[config.mk]
export PLATFORM = sky130hd
export DESIGN_NAME = ram_to_tx
export DESIGN_NICKNAME = d
export VERILOG_FILES = /design/src/rtl/ram_to_tx_pkg.sv /design/src/rtl/ram_to_tx.sv
export SDC_FILE = /design/constraint.sdc
export NUM_CORES = 1
export LEC_CHECK = 0
export CAP_MARGIN = 20
export CORE_MARGIN = 1.5
export CORE_UTILIZATION = 52
export CTS_CLUSTER_SIZE = 28
export DETAILED_ROUTE_END_ITERATION = 12
export HOLD_SLACK_MARGIN = 0.02
export PLACE_DENSITY = 0.85
export SLEW_MARGIN = 20
export SYNTH_ARGS = -nofsm -noshare
export SYNTH_HDL_FRONTEND = slang
export SYNTH_SLANG_ARGS = --single-unit
export TNS_END_PERCENT = 10
[constraint.sdc]
create_clock -name clk -period 2.3 [get_ports clk]
set_clock_uncertainty 0.2 [all_clocks]
set_input_delay 0.23 -clock clk [delete_from_list [all_inputs] [get_ports clk]]
set_output_delay 0.23 -clock clk [all_outputs]
set_load 0.01 [all_outputs]
[src/rtl/ram_to_tx_pkg.sv]
// rtl/ram_to_tx_pkg.sv - shared text-overlay constants
package ram_to_tx_pkg;

    localparam int TXT_ADDR_W = 11;
    localparam int TXT_DATA_W = 8;

    localparam logic [7:0] ASCII_CR = 8'h0D;
    localparam logic [7:0] ASCII_LF = 8'h0A;

endpackage

[src/rtl/ram_to_tx.sv]
// rtl/ram_to_tx.sv - replays keyboard text RAM to a serial transmitter
module ram_to_tx
    import ram_to_tx_pkg::*;
#(
    parameter int ADDR_W  = TXT_ADDR_W,
    parameter int DATA_W  = TXT_DATA_W,
    parameter int RD_LAT  = 1,
    parameter bit CRLF_EN = 1'b1
) (
    input  logic              clk,
    input  logic              rst_n,
    input  logic [ADDR_W-1:0] wr_addr,
    input  logic              replay,
    output logic [ADDR_W-1:0] ram_addr,
    output logic              ram_en,
    input  logic [DATA_W-1:0] ram_dout,
    output logic [DATA_W-1:0] tx_data,
    output logic              tx_start,
    input  logic              tx_busy,
    output logic [3:0]        led
);

    typedef enum logic [2:0] {
        IDLE,
        RD_WAIT,
        SEND,
        WAIT_HI,
        WAIT_LO,
        SEND_LF
    } state_t;

    // RD_WAIT counts up to RD_LAT; the capture happens on the edge after the last wait cycle
    localparam logic [1:0]        LAT_LAST = 2'(RD_LAT);
    localparam logic [DATA_W-1:0] CR_CHAR  = DATA_W'(ASCII_CR);
    localparam logic [DATA_W-1:0] LF_CHAR  = DATA_W'(ASCII_LF);

    state_t              state, state_d;
    logic [ADDR_W-1:0]   rd_ptr, rd_ptr_d;
    logic [ADDR_W-1:0]   ram_addr_d;
    logic                ram_en_d;
    logic [DATA_W-1:0]   tx_data_d;
    logic                tx_start_d;
    logic [DATA_W-1:0]   char_q, char_q_d;
    logic                lf_sent, lf_sent_d;
    logic [1:0]          lat_cnt, lat_cnt_d;

    // State register and all registered outputs; reset discards any character in flight
    always_ff @(posedge clk or negedge rst_n) begin
        if (!rst_n) begin
            state    <= IDLE;
            rd_ptr   <= '0;
            ram_addr <= '0;
            ram_en   <= 1'b0;
            tx_data  <= '0;
            tx_start <= 1'b0;
            char_q   <= '0;
            lf_sent  <= 1'b0;
            lat_cnt  <= '0;
            led      <= '0;
        end else begin
            state    <= state_d;
            rd_ptr   <= rd_ptr_d;
            ram_addr <= ram_addr_d;
            ram_en   <= ram_en_d;
            tx_data  <= tx_data_d;
            tx_start <= tx_start_d;
            char_q   <= char_q_d;
            lf_sent  <= lf_sent_d;
            lat_cnt  <= lat_cnt_d;
            led      <= rd_ptr_d[3:0];
        end
    end

    // Next-state and next-output logic; ram_en and tx_start default low so each is a one-cycle pulse
    always_comb begin
        state_d    = state;
        rd_ptr_d   = rd_ptr;
        ram_addr_d = ram_addr;
        ram_en_d   = 1'b0;
        tx_data_d  = tx_data;
        tx_start_d = 1'b0;
        char_q_d   = char_q;
        lf_sent_d  = lf_sent;
        lat_cnt_d  = lat_cnt;

        case (state)
            IDLE: begin
                // replay wins over a pending read; wr_addr is only looked at here
                if (replay) begin
                    rd_ptr_d = '0;
                end else if (rd_ptr != wr_addr) begin
                    rd_ptr_d   = rd_ptr + ADDR_W'(1);
                    ram_addr_d = rd_ptr + ADDR_W'(1);
                    ram_en_d   = 1'b1;
                    lat_cnt_d  = '0;
                    lf_sent_d  = 1'b0;
                    state_d    = RD_WAIT;
                end
            end
            RD_WAIT: begin
                if (lat_cnt == LAT_LAST) begin
                    char_q_d = ram_dout;
                    state_d  = SEND;
                end else begin
                    lat_cnt_d = lat_cnt + 2'd1;
                end
            end
            SEND: begin
                if (!tx_busy) begin
                    tx_data_d  = char_q;
                    tx_start_d = 1'b1;
                    state_d    = WAIT_HI;
                end
            end
            WAIT_HI: begin
                if (tx_busy) begin
                    state_d = WAIT_LO;
                end
            end
            WAIT_LO: begin
                if (!tx_busy) begin
                    if (CRLF_EN && (char_q == CR_CHAR) && !lf_sent) begin
                        state_d = SEND_LF;
                    end else begin
                        state_d = IDLE;
                    end
                end
            end
            SEND_LF: begin
                char_q_d  = LF_CHAR;
                lf_sent_d = 1'b1;
                state_d   = SEND;
            end
            default: begin
                state_d = IDLE;
            end
        endcase
    end

endmodule
## Word-level counts from Yosys, hierarchy flattened

Cells that the tools add are included.

| cells by class | value |
|---|---|
| mux-type cells | 24 |
| reductions and logical operators | 14 |
| bitwise operators | 2 |
| $add $sub $neg | 2 |
| equality and inequality tests | 15 |

Operators with widths:

| operator | count |
|---|---|
| 2-to-1 mux 11 bit | 2 |
| 2-to-1 mux 3 bit | 7 |
| one-hot mux 3 bit (6 select lines) | 1 |
| one-hot mux 8 bit (2 select lines) | 1 |
| != test 2 bit, second input constant | 7 |
| adder 11 x 1 -> 11 bit, second input constant | 1 |
| != test 11 bit | 1 |
| equality test 8 x 4 -> 1 bit, second input constant | 1 |
| 2-to-1 mux 8 bit | 1 |
| nonzero test 2 bit | 4 |
| 2-to-1 mux 1 bit | 7 |
| equality test 3 x 2 -> 1 bit, second input constant | 2 |
| equality test 3 bit, second input constant | 2 |
| 2-to-1 mux 2 bit | 3 |
| AND reduction 2 bit | 3 |
| AND reduction 3 bit | 2 |
| AND reduction 6 bit | 1 |
| one-hot mux 2 bit (2 select lines) | 1 |
| AND reduction 4 bit | 1 |
| equality test 3 x 1 -> 1 bit, second input constant | 1 |
| zero test 3 bit | 1 |
| adder 2 x 1 -> 2 bit, second input constant | 1 |
| equality test 2 x 1 -> 1 bit, second input constant | 1 |
| NOT 1 bit | 2 |
| other kinds (3) | 3 |

| word-level totals | value |
|---|---|
| output and inout port bits | 25 |
| bits of input ports | 23 |
| word-level logic and storage cells | 67 |
| register bits | 46 |

## Logic depth before layout (Yosys ltp)

| depth | value |
|---|---|
| word-level depth | 5 |
| mapped depth | 7 |
| depth with buffers taken out | 6 |

## Least setup slack after synthesis

OpenSTA, ideal clock, no wires.

| timing | value |
|---|---|
| kind | register to register |
| start point | register rd_ptr[7] |
| end point | register ram_addr[4] |
| required time | 1975 ps |
| period minus slack after synthesis | 1954 ps |
| buffers on the path | 1 |
| data arrival time | 1629 ps |
| cell stages (with the launch flop) | 8 |
| setup slack | 346 ps |
| library setup time | 125 ps |
| cell sequence | dfrtp_1 -> buf_4 -> xnor2_2 -> nand4_2 -> nor3_4 -> or2_4 -> inv_4 -> mux2_4 |

| between the ends | value |
|---|---|
| longest elaborated chain between the ends | 2 |

Ends and longest elaborated chain:

| what | RTL line | source |
|---|---|---|
| start: declaration | ram_to_tx.sv:38 | `logic [ADDR_W-1:0] rd_ptr, rd_ptr_d;` |
| start signal: assignment | ram_to_tx.sv:62 | `rd_ptr <= rd_ptr_d;` |
| != test 11 bit | ram_to_tx.sv:91 | `end else if (rd_ptr != wr_addr) begin` |
| AND reduction 3 bit (no line) | n/a |  |
| end signal: assignment | ram_to_tx.sv:63 | `ram_addr <= ram_addr_d;` |
| end: declaration | ram_to_tx.sv:14 | `output logic [ADDR_W-1:0] ram_addr,` |

Every way passes these cells.
A chain may end at the register's enable or synchronous reset.

## Worst setup path after layout

| timing | value |
|---|---|
| start point | register rd_ptr[0] |
| end point | register rd_ptr[8] |

| between the ends | value |
|---|---|
| longest elaborated chain between the ends | 3 |
| elaborated cells on any way between the ends | 6 |
| those cells by class | 1 x add/sub; 1 x eq/ne; 2 x mux; 2 x reduce/logical |

Ends and longest elaborated chain:

| what | RTL line |
|---|---|
| adder 11 x 1 -> 11 bit / != test 11 bit (equally long branches) | ram_to_tx.sv:92, ram_to_tx.sv:91 |
| 2-to-1 mux 11 bit / nonzero test 2 bit (equally long branches) | n/a |
| 2-to-1 mux 11 bit / AND reduction 2 bit (equally long branches) | n/a |

Several ways; a longest one is shown, not always the timed one. The select of a mux whose other input is x is not followed.

==> impl_metrics.tcl <==
set metrics [dict create \
    grt.total_usage_pct 23.06 \
    powerDensity_mw_per_mm2 1166 \
    die_w_um 71.66 \
    cts_max_path_buffers 2 \
    worstPathCellList "ha_1 > nand3_1 > nor2_1 > nand3_1 > or4_1 > nand3_1" \
    synth-edff-count 0 \
    wl_per_cell_um 15.95 \
    finalNetCount 305 \
    sw_frac_of_total_pct 36.98 \
    vias 1947 \
    path_depth 6 \
    hold_viol_final 0 \
    maxSlewHeadroom_pct 43.09 \
    combPwrFrac_pct 44.4 \
    drive_above_1_share_pct 15.30 \
    syn-cell-area_sq_mm 0.002451 \
    diodes 0 \
    p_int_mw 2.273 \
    firstDrtPassIters 8 \
    grt_antenna_before_repair 0 \
    synth_cells 232 \
    cts_root_buf "clkbuf_8" \
    dp_hpwl_um 3829 \
    cts.clk_slew.worst_paths_ps 90 \
    yosysWarnings 0 \
    finalMaxSlewViolations 0 \
    max_freq_mhz 464.1 \
    ir_worst_vdd_v 0.0005987 \
    crit_slowest_cell "dfrtp_1" \
    initial_core_util_pct 55.15 \
    die_y_um 71.66 \
    yosysSeqAreaShare_pct 46.96 \
    gp_congestion 0.8505 \
    synthFlopType "dfrtp_1" \
    synth_async_sr_flop_share_pct 100.0 \
    critical-path-top-delay-family "simple AND/OR/NAND/NOR gates" \
    io_pins 48 \
    status "finished, violations left" \
    drc 2 \
    fin_crit_sh_pct 93.69 \
    layout_min_cycle_time_ps 2155 \
    die_area_sq_mm 0.005134 \
    startpoint_type "flip-flop" \
    routed_wirelength_um 5312 \
    grt_pass1_vias 1915 \
    cts_tree "yes" \
    power_frac_clock_pct 16.9 \
    grt_util_met1_pct 33.27 \
    clock_latency_ps 310 \
    path_buf_inv 0 \
    hold_path_class "flip-flop to flip-flop" \
    path_max_fanout 8 \
    overflow 0 \
    core_area_sq_mm 0.004444 \
    use_met3_pct 4.782 \
    critical_path.max_stage_delay_ps 490 \
    io_buffers 47 \
    viasPerCell 5.847 \
    grt-busiest-layer "met2" \
    cap_viol_max_count 0 \
    whs_ps 283.8 \
    path_common_cell "nand3_1" \
    detailed_place.area_sq_mm 0.002970 \
    p_seq_share_pct 38.7 \
    layout-area-overhead-vs-synth_pct 26.19 \
    final_cell_mix "dfrtp_1, clkdlybuf4s50_1, o21ai_0" \
    fin_ws_ps 145.1 \
    drt-initial-drc-count 109 \
    hold-path-cell-count 1 \
    grt_max_degree 39 \
    grtUsageMet2_pct 34.67 \
    cts_max_level 2 \
    ff2ff_path_depth 6 \
    grt_pass1_wl_um 9149 \
    required_ps 2340 \
    cts.sinks 46 \
    violations "DRC" \
    p_sw_mw 1.333 \
    worstMarginPinSlew_ps 853.7 \
    finish.instance_area_sq_mm 0.003093 \
    tns_ps 0 \
    preCtsSetupSlack_ps 82.95 \
    post-cts-setup-buffer-count 0 \
    setup_violations 0 \
    worstSetupEndpointType "flip-flop" \
    rows 24 \
    power.static_leakage_nw 1.272 \
    final_util_pct 69.59 \
    cp.arrival_ps 2200 \
    avgSynthCellArea_sq_um 10.57 \
    grt_setup_unrepaired "false" \
    synth-seq-cells 46 \
    critical_path_class "flip-flop to flip-flop" \
    cts_inserted_buffers 5 \
    syn_nets 257 \
    ys_types 48 \
    antenna_left 0 \
]
-- worst reg2reg max path, delay by kind of cell (launching register included) --
family	cells	cell delay, ps
fa+ha+maj	1	260
flops	1	490
simple gates	5	1150
-- power by group through the flow --
stage / Clock (mW) / Sequential [mW] / Combinational (mW)
final: 0.610 / 1.39 / 1.60
after global routing: 0.652 / 1.44 / 1.77
after CTS: 0.617 / 1.39 / 1.61
after detailed placement: 0 / 1.41 / 1.59
after global placement: 0 / 1.39 / 1.54
after floorplan: 0 / 1.31 / 1.11
-- cell families (layout without fill, tap and decap cells) --
| family | after synthesis | after routing | synth area share, % |
|---|---|---|---|
| DFF | 46 | 46 | 46.96 |
| adders and majority gates | 2 | 2 | 1.021 |
| AOI/OAI and AO/OA | 55 | 55 | 14.34 |
| xor gates and xnor gates | 21 | 21 | 8.116 |
| and+or+nand+nor | 71 | 71 | 17.05 |
| muxes | 15 | 15 | 7.453 |
| buffers and inverters | 22 | 71 | 5.053 |
-- cell usage after synthesis, types with 2 or more instances --
master    number  area (sq um)
dfrtp_1       46          1151
o21ai_0       24         120.1
nand2_1       19         71.32
xnor2_1       17         148.9
nor2b_1       12         75.07
mux2_2        10         112.6
nand3_1        8         40.04
buf_2          7         35.03
a21oi_1        6         30.03
buf_4          6         45.04
nand4_1        5         31.28
clkbuf_1       4         15.01
mux2_4         4         60.06
nor2_1         4         15.01
o22a_1         4         35.03
or4_1          4         30.03
a21o_1         3         22.52
inv_1          3         11.26
nor3_1         3         15.01
o311ai_0       3         26.28
o31ai_1        3         22.52
o41ai_1        3         26.28
a31oi_1        2         12.51
and2_1         2         12.51
and3_1         2         12.51
ha_1           2         25.02
nor3b_1        2         15.01
nor4_1         2         12.51
xnor2_2        2         32.53
xor2_1         2         17.52
-- path summary, 6_finish.rpt --
path	from	end	slack (ps)
hold / removal	ram_addr[10]	ram_addr[10]	280
setup reg to reg	rd_ptr[0]	rd_ptr[8]	150
max in group asynchronous	rst_n	ram_addr[7]	890
min in group asynchronous	rst_n	ram_addr[0]	360
hold reg to reg	ram_addr[10]	ram_addr[10]	280
setup / recovery	rd_ptr[0]	rd_ptr[8]	150
-- state kept, by name, indices dropped and copies added, names as in the netlist --
signal / cells
state: 3
lf_sent: 1
ram_addr: 11
lat_cnt: 2
char_q: 8
rd_ptr: 11
tx_data: 8
tx_start: 1
ram_en: 1
-- through the flow --
step           instances  power (mW)
6_report             333       3.606
5_1_grt              333       3.865
4_1_cts              333       3.618
3_5_place_dp         324       2.995
3_3_place_gp         324       2.934
2_1_floorplan        232       2.411
-- per-layer routing --
| metal | share of wire [%] | wire length, um |
|---|---|---|
| met3 | 4.7 | 249 |
| met2 | 48 | 2543 |
| met4 | 1.5 | 80 |
| met5 | 0 | 0 |
| met1 | 46 | 2439 |
-- what timing repair did --
item | CTS | global route
gates resized for setup | 0 | 0
endpoints found under the hold margin | 37 | 0
hold buffers | 1 | 0
-- layout make-up --
type / count / area [sq um]
clock inverters: 3 / 43.79
inverters: 4 / 17.52
clock buffers: 5 / 68.82
multi-input cells: 164 / 1176
fillers: 333 / 1351
well taps: 52 / 65.06
repair buffers: 59 / 570.5
flip-flops and latches: 46 / 1151
(Power assumes the default switching activity.)
